$ cat src/rtl/inv_fact_pkg.sv
// Shared definitions for the inverse-factorial search block.
//   DATA_W  : width of the candidate value and of every datapath register
//   K_INIT  : first divisor tried (n! is divided by 2, 3, 4, ... in turn)
//   state_t : controller states
package inv_fact_pkg;
  localparam int          DATA_W = 8;
  localparam logic [7:0]  K_INIT = 8'd2;

  typedef enum logic [2:0] {
    IDLE,
    LOAD,
    DIV,
    CHECK,
    DONE
  } state_t;
endpackage

$ cat src/rtl/inv_fact_datapath.sv
// Datapath for the inverse-factorial search: holds the captured value and the
// running division registers, performs one restoring subtraction per cycle.
//   clk, rst           : clock, async active-high reset
//   ld_val, data_i     : capture candidate value into val
//   init               : start division of val by K_INIT
//   sub                : rem -= k, quot += 1
//   next_k             : quotient becomes the new dividend, k += 1
//   val, k             : registered value / current divisor
//   ge, rem_zero, quot_one : status flags for the controller
module inv_fact_datapath
  import inv_fact_pkg::*;
(
  input  logic              clk,
  input  logic              rst,
  input  logic              ld_val,
  input  logic              init,
  input  logic              sub,
  input  logic              next_k,
  input  logic [DATA_W-1:0] data_i,
  output logic [DATA_W-1:0] val,
  output logic [DATA_W-1:0] k,
  output logic              ge,
  output logic              rem_zero,
  output logic              quot_one
);
  logic [DATA_W-1:0] rem, quot;

  always_ff @(posedge clk or posedge rst) begin
    if (rst) begin
      val  <= '0;
      rem  <= '0;
      quot <= '0;
      k    <= K_INIT;
    end else begin
      if (ld_val) val <= data_i;
      // The three strobes come from mutually exclusive states.
      if (init) begin
        rem  <= val;
        quot <= '0;
        k    <= K_INIT;
      end else if (sub) begin
        rem  <= rem - k;
        quot <= quot + 8'd1;
      end else if (next_k) begin
        rem  <= quot;
        quot <= '0;
        k    <= k + 8'd1;
      end
    end
  end

  assign ge       = (rem >= k);
  assign rem_zero = (rem == '0);
  assign quot_one = (quot == 8'd1);
endmodule

$ cat src/rtl/inv_factorial.sv
// Inverse factorial: given Data_i, finds n with n! == Data_i by repeatedly
// dividing by 2, 3, 4, ... (restoring subtraction). Controller FSM here,
// arithmetic in inv_fact_datapath.
//   clk, rst : clock, async active-high reset
//   start    : begin a search (only honoured in IDLE)
//   Data_i   : candidate factorial, captured with start
//   Out      : n, or 0 if Data_i is not a factorial
//   exact    : 1 when Data_i is an exact factorial
//   done     : one-cycle completion pulse (Out/exact valid with it)
module inv_factorial
  import inv_fact_pkg::*;
(
  input  logic              clk,
  input  logic              rst,
  input  logic              start,
  input  logic [DATA_W-1:0] Data_i,
  output logic [DATA_W-1:0] Out,
  output logic              exact,
  output logic              done
);
  state_t state_q, state_d;

  logic              ld_val, init, sub, next_k;
  logic [DATA_W-1:0] val, k;
  logic              ge, rem_zero, quot_one;

  // result write strobe and value, consumed by the Out/exact register
  logic              res_we;
  logic [DATA_W-1:0] res_out;
  logic              res_exact;

  inv_fact_datapath u_dp (
    .clk      (clk),
    .rst      (rst),
    .ld_val   (ld_val),
    .init     (init),
    .sub      (sub),
    .next_k   (next_k),
    .data_i   (Data_i),
    .val      (val),
    .k        (k),
    .ge       (ge),
    .rem_zero (rem_zero),
    .quot_one (quot_one)
  );

  always_ff @(posedge clk or posedge rst) begin
    if (rst) state_q <= IDLE;
    else     state_q <= state_d;
  end

  always_comb begin
    state_d = state_q;
    case (state_q)
      IDLE:  if (start) state_d = LOAD;
      LOAD:  state_d = (val <= 8'd1) ? DONE : DIV;
      DIV:   if (!ge) state_d = CHECK;
      CHECK: state_d = (!rem_zero || quot_one) ? DONE : DIV;
      DONE:  state_d = IDLE;
      default: state_d = IDLE;
    endcase
  end

  always_comb begin
    ld_val    = 1'b0;
    init      = 1'b0;
    sub       = 1'b0;
    next_k    = 1'b0;
    res_we    = 1'b0;
    res_out   = '0;
    res_exact = 1'b0;
    done      = 1'b0;
    case (state_q)
      IDLE:  ld_val = start;
      LOAD: begin
        if (val <= 8'd1) begin
          // 0 has no inverse; 1 is reported as 1! (not 0!)
          res_we    = 1'b1;
          res_out   = val;
          res_exact = (val == 8'd1);
        end else begin
          init = 1'b1;
        end
      end
      DIV:   sub = ge;
      CHECK: begin
        if (!rem_zero) begin
          res_we = 1'b1;
        end else if (quot_one) begin
          res_we    = 1'b1;
          res_out   = k;
          res_exact = 1'b1;
        end else begin
          next_k = 1'b1;
        end
      end
      DONE:  done = 1'b1;
      default: ;
    endcase
  end

  // Result is held until the next search overwrites it.
  always_ff @(posedge clk or posedge rst) begin
    if (rst) begin
      Out   <= '0;
      exact <= 1'b0;
    end else if (res_we) begin
      Out   <= res_out;
      exact <= res_exact;
    end
  end
endmodule

$ cat config.mk
export PLATFORM = sky130hd
export DESIGN_NAME = inv_factorial
export DESIGN_NICKNAME = d
export VERILOG_FILES = /design/src/rtl/inv_fact_pkg.sv /design/src/rtl/inv_fact_datapath.sv /design/src/rtl/inv_factorial.sv
export SDC_FILE = /design/constraint.sdc
export NUM_CORES = 1
export LEC_CHECK = 0
export CAP_MARGIN = 20
export CORE_ASPECT_RATIO = 2
export CORE_MARGIN = 3
export CORE_UTILIZATION = 62
export CTS_BUF_LIST = sky130_fd_sc_hd__clkbuf_16
export CTS_CLUSTER_DIAMETER = 50
export DETAILED_ROUTE_END_ITERATION = 8
export PLACE_DENSITY = 0.85
export SYNTH_ARGS = -nofsm -noshare
export SYNTH_HDL_FRONTEND = slang
export SYNTH_SLANG_ARGS = --single-unit
$ cat constraint.sdc
create_clock -name clk -period 6.7 [get_ports clk]
set_input_delay 2.01 -clock clk [delete_from_list [all_inputs] [get_ports clk]]
set_output_delay 2.01 -clock clk [all_outputs]
set_load 0.01 [all_outputs]
### Yosys cells after proc, flatten, opt, wreduce, memory -nomap -nowiden

Index checks and enable logic that the tools add are counted.

| cells by class | value |
|---|---|
| add/sub/neg operators | 3 |
| magnitude comparators | 2 |
| eq/ne operators | 9 |
| muxes and demuxes | 33 |
| reductions and logical operators | 8 |

Operator list:

| cell | number |
|---|---|
| 8-bit two-way mux | 12 |
| 8-bit by 1-bit adder with 8-bit output (second input constant) | 2 |
| 8-bit by 1-bit == test with 1-bit output (second input constant) | 2 |
| 8-bit case mux with 2 select lines | 1 |
| 1-bit two-way mux | 13 |
| 3-bit two-way mux | 4 |
| 3-bit case mux with 4 select lines | 1 |
| 8-bit >= comparator | 1 |
| 8-bit by 1-bit <= comparator with 1-bit output (second input constant) | 1 |
| 8-bit logical NOT | 1 |
| 8-bit subtractor | 1 |
| 3-bit by 2-bit == test with 1-bit output (second input constant) | 2 |
| 2-bit != test (second input constant) | 3 |
| 1-bit case mux with 2 select lines | 2 |
| 2-bit AND reduction | 2 |
| 3-bit by 1-bit == test with 1-bit output (second input constant) | 1 |
| 3-bit == test (second input constant) | 1 |
| 3-bit logical NOT | 1 |
| 3-bit nonzero test | 1 |
| 2-bit nonzero test | 1 |
| 1-bit logical NOT | 1 |
| 1-bit logical OR | 1 |

| word-level totals | value |
|---|---|
| register bits after elaboration | 44 |
| output and inout port bits | 10 |

### Logic depth before layout (Yosys ltp)

| logic depth | value |
|---|---|
| word-level depth | 7 |
| gate-level depth with buffers | 10 |
| mapped depth without buffers | 9 |

### Cells and area by module

A second synthesis with hierarchy kept.

| unflattened totals | value |
|---|---|
| cells, all modules | 250 |
| area, all modules | 2580.0 sq um |

By module, submodules not included:

| module | times used | cells each | area each (sq um) | sequential area each (sq um) |
|---|---|---|---|---|
| inv_fact_datapath | 1 | 203 | 1999.4 | 802.0 |
| inv_factorial | 1 | 47 | 580.6 | 300.3 |

### Least setup slack after synthesis

Ideal clock, no wire load.

| timing | value |
|---|---|
| kind | in2reg |
| start point | in start |
| end point | reg u_dp.val[0] |
| setup time | 0.125 ns |
| arrival | 2.942 ns |
| required time | 6.575 ns |
| slack | 3.633 ns |
| stages on the path | 2 |
| buffers on the path | 0 |
| cell sequence | nor4b_2 > mux2_2 |

| between the ends | value |
|---|---|
| cells in the longest elaborated chain, start to end | 1 |

RTL lines:

| what | RTL line | source |
|---|---|---|
| from (decl) | inv_factorial.sv:15 | `input logic start,` |
| 1-bit two-way mux | inv_factorial.sv:73 | `case (state_q)` |
| to (signal assigned) | inv_fact_datapath.sv:35 | `if (ld_val) val <= data_i;` |
| to (decl) | inv_fact_datapath.sv:20 | `output logic [DATA_W-1:0] val,` |

No other way between the ends.
A chain may end at the register's enable or synchronous reset.

### Worst setup path in the final report

| timing | value |
|---|---|
| start point | reg state_q[1] |
| end point | out done |

| between the ends | value |
|---|---|
| cells in the longest elaborated chain, start to end | 2 |

RTL lines:

| what | RTL line | source |
|---|---|---|
| from (decl) | inv_factorial.sv:21 | `state_t state_q, state_d;` |
| from (signal assigned) | inv_factorial.sv:49 | `else state_q <= state_d;` |
| 3-bit == test | inv_factorial.sv:73 |  |
| 1-bit two-way mux | inv_factorial.sv:73 |  |
| to (decl) | inv_factorial.sv:19 | `output logic done` |

No other way between the ends.

==> flow_metrics.env <==
export IMPL_max_stage_delay_ps=560
export IMPL_skew_ps=6.43
export IMPL_fillCellCount=264
export IMPL_crit_path_cell_trace="nor3b_1 > clkdlybuf4s50_1"
export IMPL_rows=31
export IMPL_setup_viol=0
export IMPL_start_util=0.660
export IMPL_synth_seq_area_share=0.449
export IMPL_worst_pin_slew_ps=845
export IMPL_drive_gt1_frac=0.117
export IMPL_h_tree_depth=2
export IMPL_drtIter0Drc=88
export IMPL_crit_fanout=6
export IMPL_grt_busiest_layer="met2"
export IMPL_cts_setup_buffers=0
export IMPL_drc=0
export IMPL_layout_common_cells="43 x dfrtp_1, 20 x clkdlybuf4s50_1, 17 x inv_1"
export IMPL_dp_hpwl_mm=3.94
export IMPL_cts_hold_buf=0
export IMPL_ys_flop_type="dfrtp_1"
export IMPL_grt_met3_usage=0.0438
export IMPL_p_leak_uw=0.00128
export IMPL_ant_nets=0
export IMPL_multi_input_area_mm2=0.00127
export IMPL_cts_buffer_depth=2
export IMPL_gr_total_overflow=0
export IMPL_floorplan_die_width_um=50.5
export IMPL_track_usage=0.267
export IMPL_cp_depth=2
export IMPL_numCtsBuffers=5
export IMPL_core_mm2=0.00372
export IMPL_syn2layout_area_growth_pct=17.3
export IMPL_finish_net_count=279
export IMPL_layout_commonest_cell="dfrtp_1"
export IMPL_avgRoutedWirePerCell_um=17.8
export IMPL_period_share=0.519
export IMPL_ir_drop_uv=290
export IMPL_clk_latency_ps=280
export IMPL_cts_tree="done"
export IMPL_power_density_mw_per_mm2=406
export IMPL_setup_worst_path_class="reg -> out"
export IMPL_hold_violations=0
export IMPL_critPathRequiredTime_ps=4690
export IMPL_fmax_ghz=0.287
export IMPL_cts_root_buffer="clkbuf_16"
export IMPL_drv_slew=0
export IMPL_ys_ff_latch=44
export IMPL_synth_area_mm2=0.00246
export IMPL_dp_slack_ps=2970
export IMPL_slew_headroom=0.435
export IMPL_status="finished clean"
export IMPL_io_pins=21
export IMPL_met1_usage=0.290
export IMPL_r2r_slack_ps=3940
export IMPL_r2r_cells=7
export IMPL_synth_area_leaders="dfrtp_1 44%, ha_1 5.6%, a221o_1 4.9%, a22o_1 4.3%, mux2_2 4.1%"
export IMPL_holdPathStages=1
export IMPL_die_h_um=95.0
export IMPL_grt_pass1_vias=2045
export IMPL_critical_path_top_delay_family="buffers and inverters"
export IMPL_dieArea_mm2=0.00480
export IMPL_synth_edf_count=0
export IMPL_vias_per_cell=6.45
export IMPL_synthCells=232
export IMPL_setup_ws_ps=3220
export IMPL_antenna_found_initial=0
export IMPL_yosysUniqueCellTypes=49
export IMPL_synth_area_leader_cell="dfrtp_1"
export IMPL_start_kind="register"
export IMPL_maxCapViolCount=0
export IMPL_postLayoutCoreUtil=0.774
export IMPL_dr_pass1_iters=6
export IMPL_yosysTopAreaCellShare=0.438
export IMPL_critPathBufInv=1
export IMPL_setup_tns_ps=0
export IMPL_rsz0062_at_grt="no"
export IMPL_numPortBuffers=20
export IMPL_period_needed_ps=3480
export IMPL_yosys_warnings=0
export IMPL_syn_nets=255
export IMPL_met2_usage=0.454
export IMPL_ff_latch_area_mm2=0.00110
export IMPL_layoutNonFillerInstCount=306
export IMPL_diodes=0
export IMPL_syn_area_per_cell_um2=10.6
export IMPL_postRouteWirelength_mm=5.44
export IMPL_hold_class="reg -> reg"
export IMPL_clk_pin_slew_ps=60
export IMPL_async_flop_share=1.00
export IMPL_crit_slowest_cell="clkdlybuf4s50_1"
export IMPL_grt_pass1_wl_mm=9.63
export IMPL_grt_max_degree=45
export IMPL_clock_sinks=44
export IMPL_place_gp_congestion=0.871
export IMPL_worstSetupEndpointType="output pin"
export IMPL_cts_repair_resized=0
export IMPL_dp_cells=298
export IMPL_arrival_ps=1470
export IMPL_vias=1973
==> report_power, final <==
group,switching (uW),internal [uW]
registers,71.7,334
logic,266,219
clock network,102,175
total,440,729
==> Yosys cell counts, types with 3 or more instances <==
cell and instances:
a21oi_1 6, a221o_1 12, a22o_1 12, and3_1 7
clkbuf_1 4, dfrtp_1 43, ha_1 11, inv_1 18
mux2_2 9, nand2_1 13, nand3_1 9, nor2_1 16
nor2b_1 3, nor3_1 7, nor3b_1 4, nor4_1 6
o21ai_0 4, xnor2_1 10
==> through the flow <==
| step | total power (uW) | cell area [um^2] | hold slack [ps] |
|---|---|---|---|
| 2_1_floorplan | 765 | 2460 | 495 |
| 3_3_place_gp | 873 | 2710 | 470 |
| 3_5_place_dp | 886 | 2710 | 488 |
| 4_1_cts | 1170 | 2880 | 502 |
| 5_1_grt | 1240 | 2880 | 526 |
| 6_report | 1170 | 2880 | 497 |
==> registers in the layout (all words and copies together), names as in the netlist <==
register / count
u_dp.quot: 8
u_dp.k: 8
exact: 1
u_dp.val: 8
state_q: 3
u_dp.rem: 8
Out: 8
==> path summary, 6_finish.rpt <==
| kind | to | start |
|---|---|---|
| setup / recovery | done | state_q[1] |
| hold / removal | exact | exact |
| setup reg to reg | u_dp.rem[2] | u_dp.k[1] |
| hold reg to reg | exact | exact |
| max in group asynchronous | Out[4] | rst |
| min in group asynchronous | u_dp.k[0] | rst |
==> cell families after synthesis <==
family,Yosys count,synth area share
DFF,44,0.449
and+or+nand+nor,83,0.202
adders and majority gates,12,0.0642
muxes,9,0.0413
AOI/OAI and AO/OA,49,0.165
xor gates and xnor gates,12,0.0428
buffers and inverters,23,0.0357
==> layer usage <==
layer,routed length (um),share of wire
met1,1900,0.35
met2,2960,0.54
met3,213,0.039
met4,362,0.067
met5,0,0
==> final cells by class <==
cell class	count	area share
clock inverters	3	0.0148
well taps	49	0.0213
repair buffers	22	0.0747
flip-flops and latches	44	0.383
multi-input cells	165	0.440
clock buffers	5	0.0434
inverters	18	0.0235
Power figures use the tool's default switching activity.
